$ cat config.mk
export PLATFORM = sky130hd
export DESIGN_NAME = booth2_seq_mul_flat
export DESIGN_NICKNAME = d
export VERILOG_FILES = /design/src/rtl/booth2_seq_mul_if.sv /design/src/rtl/booth2_seq_mul.sv /design/src/flat_wrapper.sv
export SDC_FILE = /design/constraint.sdc
export NUM_CORES = 1
export LEC_CHECK = 0
export ABC_AREA = 0
export CORE_ASPECT_RATIO = 1.75
export CORE_MARGIN = 10
export CORE_UTILIZATION = 25
export DETAILED_ROUTE_END_ITERATION = 6
export GPL_TIMING_DRIVEN = 0
export PLACE_DENSITY = 0.49
export SKIP_CTS_REPAIR_TIMING = 1
export SLEW_MARGIN = 20
export SYNTH_ARGS = -nofsm -noshare
export SYNTH_HDL_FRONTEND = slang
export SYNTH_SLANG_ARGS = --single-unit
$ cat constraint.sdc
create_clock -name clk -period 11.2 [get_ports clk]
set_input_delay 2.24 -clock clk [delete_from_list [all_inputs] [get_ports clk]]
set_output_delay 2.24 -clock clk [all_outputs]
set_load 0.01 [all_outputs]
$ cat src/rtl/booth2_seq_mul_if.sv
// Request/response bundle for booth2_seq_mul: operand request handshake,
// flush, and result handshake.
interface booth2_seq_mul_if #(
    parameter int DATA_WIDTH = 32
);
    logic                      flush;
    logic                      in_valid;
    logic                      in_ready;
    logic [DATA_WIDTH-1:0]     a;
    logic [DATA_WIDTH-1:0]     b;
    logic                      a_signed;
    logic                      b_signed;
    logic                      out_valid;
    logic                      out_ready;
    logic [2*DATA_WIDTH-1:0]   result;

    modport master (
        output flush, in_valid, a, b, a_signed, b_signed, out_ready,
        input  in_ready, out_valid, result
    );

    modport slave (
        input  flush, in_valid, a, b, a_signed, b_signed, out_ready,
        output in_ready, out_valid, result
    );
endinterface

$ cat src/rtl/booth2_seq_mul.sv
// Sequential radix-4 Booth multiplier: one Booth row accumulated per CALC
// cycle over W/2 cycles, W = DATA_WIDTH+2, full 2*DATA_WIDTH-bit product.
module booth2_seq_mul #(
    parameter int DATA_WIDTH = 32
) (
    input  logic                 clk,
    input  logic                 rst,
    booth2_seq_mul_if.slave      bus
);
    localparam int W    = DATA_WIDTH + 2;
    localparam int AW   = 2 * W;
    localparam int ROWS = W / 2;
    localparam int CW   = $clog2(ROWS + 1);

    typedef enum logic [1:0] {IDLE, CALC, DONE} state_t;

    state_t          state;
    logic            in_ready_q;
    logic            out_valid_q;
    logic [W-1:0]    a_reg;
    logic [W-1:0]    b_reg;
    logic            b_prev;
    logic [AW-1:0]   acc;
    logic [CW-1:0]   row;

    logic [2:0]      code;
    logic            neg;
    logic [W:0]      pp;
    logic [AW-1:0]   pp_ext;
    logic [AW-1:0]   inc_ext;
    logic [AW-1:0]   term;
    logic [CW:0]     shamt;

    assign shamt = {row, 1'b0};

    // Booth row select; b_reg is shifted right two bits per row so the
    // current digit always sits in b_reg[1:0], with B[2i-1] kept in b_prev.
    always_comb begin
        code = {b_reg[1], b_reg[0], b_prev};
        neg  = 1'b0;
        pp   = '0;
        case (code)
            3'd1, 3'd2: pp = {a_reg[W-1], a_reg};
            3'd3:       pp = {a_reg, 1'b0};
            3'd4: begin
                pp  = ~{a_reg, 1'b0};
                neg = 1'b1;
            end
            3'd5, 3'd6: begin
                pp  = ~{a_reg[W-1], a_reg};
                neg = 1'b1;
            end
            default:    pp = '0;
        endcase
        pp_ext  = {{(AW-W-1){pp[W]}}, pp};
        inc_ext = {{(AW-1){1'b0}}, neg};
        term    = (pp_ext << shamt) + (inc_ext << shamt);
    end

    // Control FSM and datapath registers; rst beats flush beats handshakes.
    always_ff @(posedge clk) begin
        if (rst) begin
            state       <= IDLE;
            in_ready_q  <= 1'b1;
            out_valid_q <= 1'b0;
            a_reg       <= '0;
            b_reg       <= '0;
            b_prev      <= 1'b0;
            acc         <= '0;
            row         <= '0;
        end else if (bus.flush) begin
            state       <= IDLE;
            in_ready_q  <= 1'b1;
            out_valid_q <= 1'b0;
        end else begin
            case (state)
                IDLE: begin
                    if (bus.in_valid) begin
                        a_reg      <= bus.a_signed ? {{2{bus.a[DATA_WIDTH-1]}}, bus.a}
                                                   : {2'b00, bus.a};
                        b_reg      <= bus.b_signed ? {{2{bus.b[DATA_WIDTH-1]}}, bus.b}
                                                   : {2'b00, bus.b};
                        b_prev     <= 1'b0;
                        acc        <= '0;
                        row        <= '0;
                        in_ready_q <= 1'b0;
                        state      <= CALC;
                    end
                end
                CALC: begin
                    acc    <= acc + term;
                    b_reg  <= b_reg >> 2;
                    b_prev <= b_reg[1];
                    row    <= row + CW'(1);
                    if (row == CW'(ROWS - 1)) begin
                        out_valid_q <= 1'b1;
                        state       <= DONE;
                    end
                end
                DONE: begin
                    if (bus.out_ready) begin
                        out_valid_q <= 1'b0;
                        in_ready_q  <= 1'b1;
                        state       <= IDLE;
                    end
                end
                default: begin
                    state       <= IDLE;
                    in_ready_q  <= 1'b1;
                    out_valid_q <= 1'b0;
                end
            endcase
        end
    end

    assign bus.in_ready  = in_ready_q;
    assign bus.out_valid = out_valid_q;
    assign bus.result    = acc[2*DATA_WIDTH-1:0];
endmodule

$ cat src/flat_wrapper.sv
// flat-port wrapper written by rule: the top's interface ports become plain ports
module booth2_seq_mul_flat 
#(
    parameter int DATA_WIDTH = 32
)
  (clk, rst, bus_flush, bus_in_valid, bus_a, bus_b, bus_a_signed, bus_b_signed, bus_out_ready, bus_in_ready, bus_out_valid, bus_result);
  booth2_seq_mul_if #(.DATA_WIDTH(DATA_WIDTH)) bus_i ();
  input  logic clk;
  input  logic rst;
  input wire logic [$bits(bus_i.flush)-1:0] bus_flush;
  input wire logic [$bits(bus_i.in_valid)-1:0] bus_in_valid;
  input wire logic [$bits(bus_i.a)-1:0] bus_a;
  input wire logic [$bits(bus_i.b)-1:0] bus_b;
  input wire logic [$bits(bus_i.a_signed)-1:0] bus_a_signed;
  input wire logic [$bits(bus_i.b_signed)-1:0] bus_b_signed;
  input wire logic [$bits(bus_i.out_ready)-1:0] bus_out_ready;
  output wire logic [$bits(bus_i.in_ready)-1:0] bus_in_ready;
  output wire logic [$bits(bus_i.out_valid)-1:0] bus_out_valid;
  output wire logic [$bits(bus_i.result)-1:0] bus_result;
  assign bus_i.flush = bus_flush;
  assign bus_i.in_valid = bus_in_valid;
  assign bus_i.a = bus_a;
  assign bus_i.b = bus_b;
  assign bus_i.a_signed = bus_a_signed;
  assign bus_i.b_signed = bus_b_signed;
  assign bus_i.out_ready = bus_out_ready;
  assign bus_in_ready = bus_i.in_ready;
  assign bus_out_valid = bus_i.out_valid;
  assign bus_result = bus_i.result;
  booth2_seq_mul #(.DATA_WIDTH(DATA_WIDTH)) u_core (.clk(clk), .rst(rst), .bus(bus_i));
endmodule
==> results.md <==
* Vias at 13,400
* HP Class: reg -> reg
* CP arrival at 7.51 ns
* Slew @ Worst Pin at about 1.1 ns
* Mapped cell area at between 10,000 and 15,000 um2
* Critical Path RT at 11.53 ns
* Overall die width at just under 200 um
* Avg Inst Size Synth at approximately 7.6 um2
* Iteration count of the initial detailed-routing pass at 5
* Final Util at a little under a third
* Worst vdd ir at about 120 uV
* CP endpoint: u_core.acc[61]$_SDFFE_PP0P_
* Part of the power in registers at between 30% and 40%
* Synth cell types at 76
* Detailed placement HPWL at between 40,000 and 50,000 um
* Final critical-path required period at 7.18 ns
* Std cell rows at between 100 and 150
* ANT nets after route at 0
* Fin nets at slightly above 2,000
* Path type of the worst setup path: reg -> reg
* Avg Vias per Cell at ~5.3
* R2r setup slk at between 4 and 5 ns
* Max FFs per register at 64
* Share of cells above drive strength 1 at 5.35%
* I/O pins at about 140
* Warnings from Yosys at 0
* Logic pwr share at between 20% and 30%
* Post-DR wirelength/cell at 22.3 um
* R2R Path Start: u_core.b_reg[0]$_SDFFE_PP0P_
* Root buf cell: clkbuf_16
* Slew Limit Fails at 0
* DIE AREA at 61,800 um2
* 1st-iter DRT viols at between 800 and 900
* Total track usage at 18.1%
* Synth-to-Final Area Change at 21.8%
* Crit share post-route at 64.1%
* Relative slew slack at around 29%
* Leakage at 6.56 nW
* Switching Fraction at between 30 and 40%
* Critical path capture point type: flop
* Largest net degree at the start of global routing at 19
* Internal power at around 1000 uW
* Top cells by count, synth: 202 x nor2_1, 191 x nand2_1, 159 x a21oi_1, 140 x dfxtp_1, 96 x clkbuf_1
* Top-area cell type share of the netlist area at between 20% and 30%
* Die height at between 300 and 400 um
* Seq/Total Area, Yosys at a little over a fifth
* Setup-failing EPs final at 0
* Filler cells at 5,655
* Skew-Pair Late Insertion Delay at between 0.4 and 0.5 ns
* Number of synthesized flops with an enable pin at 0
* Synthesized instance count at about 1,700
* Clock Sinks at 140
* Worst Setup SP: u_core.b_reg[0]$_SDFFE_PP0P_
* First-pass GRT wire length at about 85,000 um
* Placer's final routability congestion estimate at just under 1
* Clock transition at path regs at about 0.07 ns
* Syn_nets at roughly 1,900
* RSZ-0062 raised after global routing: false
* Top post-synthesis cells by area: dfxtp_1 22%, ha_1 9.1%, a21oi_1 6.1%, nor2_1 5.8%, nand2_1 5.5%
* Final Hold Vio Count at 0
* Synth area leader: dfxtp_1
* DRT Wirelength at 56,600 um
* H-tree depth at 4
* Max Clock Skew at around 0.014 ns
* Ys async rst share at 0%
* Worst reg2reg path depth at 24
* Max Cap Viol at 0
* GR Overflow Total at 0
* Clk pwr share at between 30% and 40%
* Initial antenna violation count at 0
* Top_reg_cell synth: dfxtp_1
* # diodes at 0
* Residual DRC at 0
* Startpoint types: flop
* IO Port Bufs at about 140
* Min-delay src: u_core.b_reg[32]$_SDFFE_PP0P_
* Core ar. at between 50,000 and 60,000 um2
* Worst r2r dst: u_core.acc[61]$_SDFFE_PP0P_
* Largest fanout on the critical path at 10
* Starting Density at between 20% and 30%
* Status: finished, final reports clean
* Post-Route Setup TNS at 0 ns
* Top-count cell post-synth: nor2_1
* CTS tree: done
* CTS Buffer Depth at 2
* Seq cells post-synth at 140
* F_max at 139 MHz
* Sw power at ~580 uW
* CTS Buf Count at 17
* Number of global-route vias before repair at 13,700
* PwrDens at roughly 100 nW/um2
* Hold path depth at 2
-- worst min-delay path by stage --
stage / to / slack, ns
after floorplan: u_core.b_reg[32]$_SDFFE_PP0P_ / 0.43
after global placement: u_core.b_reg[32]$_SDFFE_PP0P_ / 0.44
after detailed placement: u_core.b_reg[32]$_SDFFE_PP0P_ / 0.46
after CTS: u_core.b_reg[32]$_SDFFE_PP0P_ / 0.47
after global routing: u_core.b_reg[32]$_SDFFE_PP0P_ / 0.49
final: u_core.b_reg[32]$_SDFFE_PP0P_ / 0.46
-- power groups by stage --
stage,Sequential [mW],Clock (mW),Combinational [mW]
after global routing,0.536,0.637,0.457
after global placement,0.544,0,0.412
after floorplan,0.540,0,0.266
after detailed placement,0.545,0,0.414
final,0.533,0.604,0.419
after CTS,0.533,0.621,0.417
-- cell families (layout without fill, tap and decap cells) --
kind of cell,Yosys count,after routing,share of synthesized area [%]
flip-flops,140,140,21.6
buffers and inverters,181,349,5.53
adder cells (fa/ha/maj),128,128,14.2
XOR/XNOR,89,89,6.00
AND/OR/NAND/NOR,538,538,18.0
AO/OA/AOI/OAI,532,532,27.1
multiplexers,92,92,7.60
-- cell usage in the layout (no fill, tap or decap), drive strengths merged, types with 33 or more instances in the layout --
cell type	count
ha	95
a21oi	160
mux2i	66
o21ai	90
clkdlybuf4s50	135
clkbuf	113
dfxtp	140
fa	33
nor2	202
inv	60
nand2	191
a22oi	35
xnor2	59
a21o	38
a211oi	43
-- layer usage --
layer  share of wire (%)  vias to the layer above  GRT usage, %
li1                    -                     6446             -
met1                  36                     6461          17.6
met2                  55                      359          34.6
met3                 3.6                      108          2.85
met4                 5.8                        0          10.9
met5                   0                        -             0
-- critical path: stages, from the launching register on --
cell	delay (ns)
dfxtp_1	0.30
buf_4	0.16
xnor2_1	0.42
clkbuf_1	0.43
buf_2	0.33
o22ai_1	0.10
a21oi_1	0.26
nand2_1	0.08
o21ai_0	0.16
mux2i_1	0.18
o21ai_0	0.66
nor2_1	0.16
fa_1	0.46
ha_1	0.29
buf_2	0.18
a21oi_1	0.19
o21ai_0	0.17
a32o_1	0.33
o31ai_1	0.70
a31oi_1	0.38
a41oi_1	0.55
o31a_1	0.22
o21ai_1	0.09
xnor2_1	0.15
o21ai_0	0.09
-- stage by stage --
step / area (um2) / hold slack (ns) / power (mW) / instances / worst slack (ns)
after floorplan: 13000 / 0.432 / 0.806 / 1700 / 5.86
after global placement: 15200 / 0.441 / 0.956 / 2507 / 4.07
after detailed placement: 15200 / 0.459 / 0.959 / 2508 / 4.11
after CTS: 15800 / 0.469 / 1.57 / 2540 / 4.07
after global routing: 15800 / 0.491 / 1.63 / 2540 / 3.68
final: 15800 / 0.463 / 1.56 / 2540 / 4.02
-- layout make-up --
cell class / count / area (um2) / share of cell area, %
Inverter: 56 / 210 / 1.33
Clock buffer: 17 / 425 / 2.69
Clock inverter: 15 / 196 / 1.24
Multi-Input combinational cell: 1379 / 9470 / 59.9
Buffer: 125 / 508 / 3.21
Sequential cell: 140 / 2800 / 17.7
Tap cell: 672 / 841 / 5.32
Timing Repair Buffer: 136 / 1360 / 8.61
Power figures use the tool's default switching activity.
